[config.mk]
export PLATFORM = sky130hd
export DESIGN_NAME = mant_norm_seq
export DESIGN_NICKNAME = d
export VERILOG_FILES = /design/src/rtl/fp_norm_pkg.sv /design/src/rtl/norm_step.sv /design/src/rtl/mant_norm_seq.sv
export SDC_FILE = /design/constraint.sdc
export NUM_CORES = 1
export LEC_CHECK = 0
export BUFFER_PORTS_ARGS = -buffer_cell sky130_fd_sc_hd__buf_2
export CAP_MARGIN = 20
export CORE_UTILIZATION = 54
export CTS_CLUSTER_SIZE = 28
export DETAILED_ROUTE_END_ITERATION = 7
export PLACE_DENSITY_LB_ADDON = 0.08
export RECOVER_POWER = 100
export REMOVE_ABC_BUFFERS = 1
export SETUP_SLACK_MARGIN = 0.1
export SYNTH_ARGS = -nofsm -noshare
export SYNTH_HDL_FRONTEND = slang
export SYNTH_SLANG_ARGS = --single-unit
[constraint.sdc]
create_clock -name clk -period 3.5 [get_ports clk]
set_input_delay 0.175 -clock clk [delete_from_list [all_inputs] [get_ports clk]]
set_output_delay 0.175 -clock clk [all_outputs]
set_load 0.02 [all_outputs]
[src/rtl/fp_norm_pkg.sv]
// Shared definitions for the mantissa normalization path.
//
// Contents:
//   MANT_W_DEF / EXP_W_DEF : default mantissa and exponent widths
//   K_W                    : width of a shift-stage size
//   NUM_STEPS / STEP_K     : binary-search shift stages, largest first
//   state_t                : sequencer state encoding
//   step_k()               : maps a step index to its shift amount
package fp_norm_pkg;

  localparam int MANT_W_DEF = 24;
  localparam int EXP_W_DEF  = 8;
  localparam int K_W        = 5;
  localparam int NUM_STEPS  = 5;

  typedef enum logic [1:0] {
    IDLE  = 2'd0,
    SHIFT = 2'd1,
    DONE  = 2'd2
  } state_t;

  // Stages 16+8+4+2+1 can close any gap up to 31 leading zeros,
  // which is why mantissas up to 32 bits are covered.
  localparam logic [K_W-1:0] STEP_K [NUM_STEPS] = '{5'd16, 5'd8, 5'd4, 5'd2, 5'd1};

  // Indices past the last stage return 0 so the caller sees a no-op shift.
  function automatic logic [K_W-1:0] step_k(input logic [2:0] s);
    logic [K_W-1:0] k;
    k = '0;
    if (int'(s) < NUM_STEPS) begin
      k = STEP_K[s];
    end
    return k;
  endfunction

endpackage

[src/rtl/norm_step.sv]
// One binary-search normalization stage (purely combinational).
//
// Ports:
//   mant         in   current mantissa
//   exp_val      in   current biased exponent
//   k            in   stage shift amount
//   shifted_mant out  mant << k when the stage fires, else mant
//   shifted_exp  out  exp_val - k when the stage fires, else exp_val
//   took_shift   out  stage fired
//
// The stage fires only if the top k bits are zero and the exponent can
// absorb the shift without dropping below 1; anything more would push the
// result below the smallest normal exponent, so it stays denormal instead.
module norm_step
  import fp_norm_pkg::*;
#(
  parameter int MANT_W = MANT_W_DEF,
  parameter int EXP_W  = EXP_W_DEF
) (
  input  logic [MANT_W-1:0] mant,
  input  logic [EXP_W-1:0]  exp_val,
  input  logic [K_W-1:0]    k,
  output logic [MANT_W-1:0] shifted_mant,
  output logic [EXP_W-1:0]  shifted_exp,
  output logic              took_shift
);

  logic [MANT_W-1:0] top_mask;
  logic              top_zero;
  logic              exp_ok;

  always_comb begin
    top_mask = ~({MANT_W{1'b1}} >> k);
    top_zero = ((mant & top_mask) == '0);
    // One extra bit so k+1 can never wrap against a small exponent.
    exp_ok   = ({1'b0, exp_val} >= ((EXP_W+1)'(k) + (EXP_W+1)'(1)));
    took_shift   = top_zero && exp_ok;
    shifted_mant = mant;
    shifted_exp  = exp_val;
    if (took_shift) begin
      shifted_mant = mant << k;
      shifted_exp  = exp_val - EXP_W'(k);
    end
  end

endmodule

[src/rtl/mant_norm_seq.sv]
// Multi-cycle mantissa normalization sequencer.
//
// Ports:
//   clk, rst    clock (rising edge) and synchronous active-high reset
//   in_valid    operand offered        in_ready  operand can be taken (IDLE)
//   in_mant     unnormalized mantissa  in_exp    its biased exponent
//   out_valid   result offered (DONE)  out_ready downstream takes result
//   out_mant    normalized mantissa    out_exp   adjusted exponent
//   out_zero    input mantissa was zero
//   out_denorm  exponent clamp left the MSB clear on a nonzero mantissa
//
// A single norm_step is reused across cycles: step index s walks the
// stages 16, 8, 4, 2, 1, one per clock. With EARLY_EXIT set the walk stops
// as soon as the MSB is 1; otherwise it always runs all five stages.
module mant_norm_seq
  import fp_norm_pkg::*;
#(
  parameter int MANT_W     = MANT_W_DEF,
  parameter int EXP_W      = EXP_W_DEF,
  parameter int EARLY_EXIT = 1
) (
  input  logic              clk,
  input  logic              rst,
  input  logic              in_valid,
  output logic              in_ready,
  input  logic [MANT_W-1:0] in_mant,
  input  logic [EXP_W-1:0]  in_exp,
  output logic              out_valid,
  input  logic              out_ready,
  output logic [MANT_W-1:0] out_mant,
  output logic [EXP_W-1:0]  out_exp,
  output logic              out_zero,
  output logic              out_denorm
);

  localparam logic [2:0] LAST_STEP = 3'(NUM_STEPS - 1);
  localparam bit         EXIT_EN   = (EARLY_EXIT != 0);

  state_t            state, state_n;
  logic [MANT_W-1:0] cur_mant, cur_mant_n;
  logic [EXP_W-1:0]  cur_exp, cur_exp_n;
  logic [2:0]        s, s_n;

  logic              load_out;
  logic [MANT_W-1:0] ld_mant;
  logic [EXP_W-1:0]  ld_exp;
  logic              ld_zero;

  logic [MANT_W-1:0] step_mant;
  logic [EXP_W-1:0]  step_exp;
  logic              step_took;

  norm_step #(
    .MANT_W (MANT_W),
    .EXP_W  (EXP_W)
  ) u_step (
    .mant         (cur_mant),
    .exp_val      (cur_exp),
    .k            (step_k(s)),
    .shifted_mant (step_mant),
    .shifted_exp  (step_exp),
    .took_shift   (step_took)
  );

  assign in_ready  = (state == IDLE);
  assign out_valid = (state == DONE);

  // Next-state and datapath selection. The output registers are only
  // written on the transition into DONE (load_out), so they hold steady
  // while the result waits for out_ready.
  always_comb begin
    state_n    = state;
    cur_mant_n = cur_mant;
    cur_exp_n  = cur_exp;
    s_n        = s;
    load_out   = 1'b0;
    ld_mant    = cur_mant;
    ld_exp     = cur_exp;
    ld_zero    = 1'b0;

    case (state)
      IDLE: begin
        if (in_valid) begin
          cur_mant_n = in_mant;
          cur_exp_n  = in_exp;
          s_n        = '0;
          if (in_mant == '0) begin
            state_n  = DONE;
            load_out = 1'b1;
            ld_mant  = '0;
            ld_exp   = '0;
            ld_zero  = 1'b1;
          end else if (EXIT_EN && in_mant[MANT_W-1]) begin
            state_n  = DONE;
            load_out = 1'b1;
            ld_mant  = in_mant;
            ld_exp   = in_exp;
          end else begin
            state_n = SHIFT;
          end
        end
      end

      SHIFT: begin
        if (EXIT_EN && cur_mant[MANT_W-1]) begin
          state_n  = DONE;
          load_out = 1'b1;
        end else begin
          if (step_took) begin
            cur_mant_n = step_mant;
            cur_exp_n  = step_exp;
          end
          if (s == LAST_STEP) begin
            state_n  = DONE;
            load_out = 1'b1;
            ld_mant  = step_mant;
            ld_exp   = step_exp;
          end else begin
            s_n = s + 3'd1;
          end
        end
      end

      DONE: begin
        if (out_ready) begin
          state_n = IDLE;
        end
      end

      default: begin
        state_n = IDLE;
      end
    endcase
  end

  // State and result registers; reset drops any operation in flight.
  always_ff @(posedge clk) begin
    if (rst) begin
      state      <= IDLE;
      cur_mant   <= '0;
      cur_exp    <= '0;
      s          <= '0;
      out_mant   <= '0;
      out_exp    <= '0;
      out_zero   <= 1'b0;
      out_denorm <= 1'b0;
    end else begin
      state    <= state_n;
      cur_mant <= cur_mant_n;
      cur_exp  <= cur_exp_n;
      s        <= s_n;
      if (load_out) begin
        out_mant   <= ld_mant;
        out_exp    <= ld_exp;
        out_zero   <= ld_zero;
        out_denorm <= !ld_zero && !ld_mant[MANT_W-1];
      end
    end
  end

endmodule

# Yosys cells after proc, flatten, opt, wreduce, memory -nomap -nowiden
# Memory sizes are Yosys's and may differ from the RTL's.
# Index checks and enable logic that the tools add are counted.
totals:
  regBits: 71
  romBits: 40
  word_cells: 87
  memories: 1
op_classes:
  addsub: 3
  order_cmp: 3
  eq_ne: 9
  shift: 2
  mux: 45
  bitwise_logic: 3
  reduce_logical: 12
memory_table:
  columns: ["memory", "depth", "word_bits", "rd", "rd_ports_with_merged_regs", "write_ports", "line_no", "rtl"]
  rows:
  - ["(name not given)", 8, 5, 1, 0, 0, "fp_norm_pkg.sv:31", "k = STEP_K[s];"]
ops:
  columns: ["cell", "count"]
  rows:
  - ["24-bit two-way mux", 9]
  - ["24-bit one-hot mux with 2 select lines", 2]
  - ["8-bit two-way mux", 9]
  - ["24-bit logical NOT", 2]
  - ["8-bit one-hot mux with 2 select lines", 2]
  - ["24-bit bitwise AND", 1]
  - ["24-bit inverter", 1]
  - ["24-bit by 5-bit << shifter with 24-bit output", 1]
  - ["24-bit by 5-bit >> shifter with 24-bit output (first input constant)", 1]
  - ["5-bit two-way mux", 3]
  - ["2-bit two-way mux", 6]
  - ["8-bit by 9-bit >= comparator with 1-bit output", 1]
  - ["3-bit two-way mux", 3]
  - ["1-bit two-way mux", 8]
  - ["2-bit inequality test (second input constant)", 4]
  - ["4-bit AND reduction", 2]
  - ["8-bit by 5-bit subtractor with 8-bit output", 1]
  - ["5-bit by 1-bit adder with 6-bit output (second input constant)", 1]
  - ["2-bit one-hot mux with 3 select lines", 1]
  - ["3-bit one-hot mux with 2 select lines", 1]
  - ["4-bit >= comparator (second input constant)", 1]
  - ["3-bit inverter with 4-bit output", 1]
  - ["3-bit by 1-bit adder with 3-bit output (second input constant)", 1]
  - ["3-bit equality test (second input constant)", 1]
  - ["12 further kinds", 14]

# Logic depth before layout (Yosys ltp)
depth:
  depth_word: 16
  ltp_mapped: 19
  depth_no_buf: 14

# By module
# From an unflattened synthesis, not the netlist that was laid out.
unflattened:
  hier_cells: 735
  hier_area_um2: 6177.2
modules_own_cells:
  columns: ["module", "instances", "cells_per_inst", "area_each_um2", "seq_area_each_um2"]
  rows:
  - ["mant_norm_seq", 1, 464, 3917.5, 1421.4]
  - ["norm_step", 1, 271, 2259.7, 0.0]

# Least setup slack after synthesis
# No wires, ideal clock.
synth_timing:
  path_kind: "register to register"
  startpoint: "reg s[0]"
  endpoint: "reg cur_mant[13]"
  setup_ns: 0.146
  arrival_ns: 3.709
  required_time_ns: 3.354
  path_slack_ns: -0.355
  stages_incl_launch_ff: 17
  n_path_buf: 4
  synth_period_minus_slack_ns: 3.855
  cell_sequence: "dfxtp_1 -> inv_1 -> ha_1 -> buf_6 -> nor2b_1 -> buf_2 -> clkinv_1 -> buf_1 -> ha_1 -> inv_1 -> a2111o_1 -> a2111oi_1 -> o22ai_2 -> o31a_1 -> nor2_1 -> buf_4 -> a211oi_2"
synth_via:
  elab_chain_len: 14
  word_cells_on_any_way: 20
  classes_between: "add/sub: 1; order compare: 2; eq/ne: 1; shift: 2; mux: 7; bitwise: 3; reduce/logical: 3; memory: 1"
synth_lines:
  columns: ["item", "line_no", "rtl"]
  rows:
  - ["from (decl)", "mant_norm_seq.sv:42", "logic [2:0] s, s_n;"]
  - ["from (signal assigned)", "mant_norm_seq.sv:151", "s <= s_n;"]
  - ["3-bit inverter with 4-bit output (implied by the code)", "fp_norm_pkg.sv:31", null]
  - ["memory 8 x 5 bit", null, null]
  - ["5-bit two-way mux (implied by the code) (2 in a row)", "fp_norm_pkg.sv:31", null]
  - ["5-bit two-way mux *", "fp_norm_pkg.sv:30", "if (int'(s) < NUM_STEPS) begin"]
  - ["branches (longest 9 deep; another with 8-bit by 9-bit >= comparator with 1-bit output)", null, null]
  - ["to (signal assigned)", "mant_norm_seq.sv:149", "cur_mant <= cur_mant_n;"]
  - ["to (decl)", "mant_norm_seq.sv:40", "logic [MANT_W-1:0] cur_mant, cur_mant_n;"]
# Mark *: on every way between the ends. The select of a mux whose other input is x is not followed.
# A chain may end at the register's enable or synchronous reset.

# Worst setup path after layout
layout_timing:
  startpoint: "reg s[0]"
  endpoint: "reg out_mant[11]"
layout_via:
  elab_chain_len: 14
  word_cells_on_any_way: 22
  classes_between: "add/sub: 1; order compare: 2; eq/ne: 1; shift: 2; mux: 10; bitwise: 3; reduce/logical: 2; memory: 1"
layout_lines:
  columns: ["item", "line_no", "rtl"]
  rows:
  - ["branches (longest 14 deep; another with 8-bit by 9-bit >= comparator with 1-bit output)", null, null]
  - ["to (signal assigned)", "mant_norm_seq.sv:153", "out_mant <= ld_mant;"]
  - ["to (decl)", "mant_norm_seq.sv:30", "output logic [MANT_W-1:0] out_mant,"]
# Several ways; the timed one is not identified. The select of a mux whose other input is x is not followed.

==> impl_metrics.ini <==
[status]
status = completed

[grt]
grt_first_pass_wirelength_um = 35500
grt-ovfl-total = 0
grt_use_total_pct = 40.5
antenna_found_initial = 0
grt_max_degree = 69
grt_pass1_vias = 6320

[critical_path]
r2r_start = s[0]
reg2reg_slack_ps = 80
worstPathRequired_ps = 3720
critPathLaunch = s[0]
crit_arrival_ps = 3640
r2r_end = out_mant[11]
path_max_fanout = 9
crit_path_end_kind = flop
worstSetupStartpointType = flop
rr_worst_depth = 13
crit_type = flop to flop
endpoint = out_mant[11]

[floorplan]
fp.dieArea_um2 = 11400
initial_core_util_pct = 56.6
core_area_um2 = 10500
fp.dieH_um = 107
rows = 37
chipWidth_um = 107
io_pins = 72

[pwr]
power_density_nw_per_um2 = 399
power.total_mw = 2.71
p_leak_nw = 2.39
irDropWorstVdd_mv = 0.359

[clocking]
numCtsBuffers = 9
clkLatencyLatePin_ps = 390
cts_tree = yes
cts_hold_buf = 0
clock-sinks = 71
ctsRootBufferMaster = clkbuf_8
cts_buffer_depth = 2
path_clk_slew_ps = 90
cts-htree-levels = 3

[synthesis]
yosysTopAreaCell = dfxtp_1
synthCells = 758
ys_warn_count = 0
ys_top_cells_by_area = dfxtp_1, a21oi_1, nor2_1, mux2i_1, ha_1
synth_seq_cells = 71
netlist_area_um2 = 5950
syn_area_per_cell_um2 = 7.85
postSynth.asyncResetShare_pct = 0
synth-edff-count = 0
synthTopCellsByCount = dfxtp_1, nor2_1, a21oi_1
yosysSeqAreaShare_pct = 23.9
synth_top_area_share_pct = 23.9
synth_flop_cell = dfxtp_1
synth.distinct_cells = 84

[routing]
wl_um = 23200
ant_nets = 0
vias = 6919
drt_first_iter_violations = 931
wl_per_cell_um = 24.1
drt_pass1_iterations = 5
via_per_inst = 7.18
drc = 0

[min_path]
min_path_type = primary input to flop

[cells_and_area]
fin_nets = 878
post-route-util_pct = 64.6
diodes = 0
drive_gt1_share_pct = 19.1
layout.cells.non_filler = 963
nFillCells = 977
syn2layout_area_growth_pct = 14.1

[timing]
setup_violations = 0
hold_viol_final = 0
max_freq_ghz = 0.292
whs_ps = 75.3
tightest_slew_ps = 856
slew_viol_final = 0
finClkSkew_ps = 12.9
max-slew-margin-rel_pct = 42.9
finalCriticalPeriod_ps = 3420
rsz0062_at_grt = false
fin_crit_sh_pct = 97.8

[job]
cap_violations = 0

[placement]
gp_congestion = 0.984
place_inst = 940
portBuffers = 71
hpwlAfterDp_um = 16500
[metrics by stage]
step | area [um^2] | setup TNS (ps) | setup slack [ps]
after floorplan | 5590 | -93280 | -1970
after global placement | 6510 | 0 | 63.5
after detailed placement | 6510 | -474 | -116
after CTS | 6750 | 0 | 127
after global routing | 6790 | 0 | 59.8
final | 6790 | 0 | 78.0
[state kept, by name, summed over array words and instances (netlist names)]
name and count:
cur_mant 24, out_mant 24, cur_exp 8, out_exp 8, s 3, state 2
out_denorm 1, out_zero 1
[repair_timing]
action	CTS	global route
setup buffers	1	4
gates resized for setup	4	15
endpoints found under the setup margin	34	54
cloned	0	2
pin swaps	1	6
[critical path, stage by stage (launching register included)]
cell	delay, ps
dfxtp_2	370
ha_1	210
ha_1	220
nand2_1	100
ha_1	300
nor2b_1	100
o311a_1	330
a2111oi_4	180
clkbuf_1	270
nand3_4	180
nor3_4	260
clkbuf_2	330
mux2i_1	260
o22ai_1	130
[power breakdown]
part	switching [mW]	leakage [nW]	internal, mW
logic	0.580	1.69	0.347
clock network	0.348	0.116	0.418
registers	0.130	0.585	0.887
total	1.06	2.39	1.65
[logic make-up (layout without fill, tap and decap cells)]
group / count (synthesis) / count (layout) / synth area share (%)
compound gates: 299 / 299 / 37.8
simple gates: 236 / 237 / 20.1
buf+inv: 94 / 162 / 7.42
flops: 71 / 71 / 23.9
mux: 32 / 32 / 5.72
fa+ha+maj: 20 / 20 / 4.33
xor+xnor: 5 / 5 / 0.736
other cells: 1 / 1 / 0.0630
[worst min path at each step]
| stage | startpoint | to | slack [ps] | depth (start not counted) |
|---|---|---|---|---|
| floorplan | rst | cur_mant[10] | 240 | 1 |
| global placement | out_denorm | out_denorm | 440 | 2 |
| detailed placement | out_denorm | out_denorm | 440 | 2 |
| CTS | in_exp[7] | out_exp[7] | 70 | 3 |
| global route | in_exp[7] | out_exp[7] | 90 | 3 |
| finish | in_exp[7] | out_exp[7] | 80 | 3 |
[layer usage]
| layer | vias to the layer above | wire, um | GRT usage [%] |
|---|---|---|---|
| met2 | 500 | 10400 | 61.5 |
| met3 | 54 | 2640 | 9.54 |
| li1 | 3068 | - | - |
| met5 | - | 0 | 0 |
| met4 | 0 | 569 | 15.2 |
| met1 | 3297 | 9670 | 55.5 |
[cell type report]
cell class | count | area [um^2] | area share, %
flip-flops and latches | 71 | 1420 | 21.0
clock buffers | 10 | 138 | 2.03
well taps | 136 | 170 | 2.51
clock inverters | 6 | 83.8 | 1.23
multi-input cells | 594 | 4160 | 61.2
repair buffers | 124 | 738 | 10.9
inverters | 22 | 82.6 | 1.22
[layout by cell type (no fill, tap or decap), types with 10 or more instances in the layout]
cell type	count
clkbuf_1	37
buf_2	35
a31oi_1	13
nor2b_1	12
nand2b_1	10
buf_4	45
a211oi_1	22
nor2_1	70
nand3_1	39
mux2i_1	25
o22ai_1	12
a311oi_1	14
dfxtp_1	69
nor3_1	18
nand2_1	43
a21oi_1	69
nor4_1	10
o21ai_0	24
ha_1	19
a211oi_2	15
clkbuf_8	10
a22oi_1	26
inv_1	20
Power figures use the tool's default switching activity.
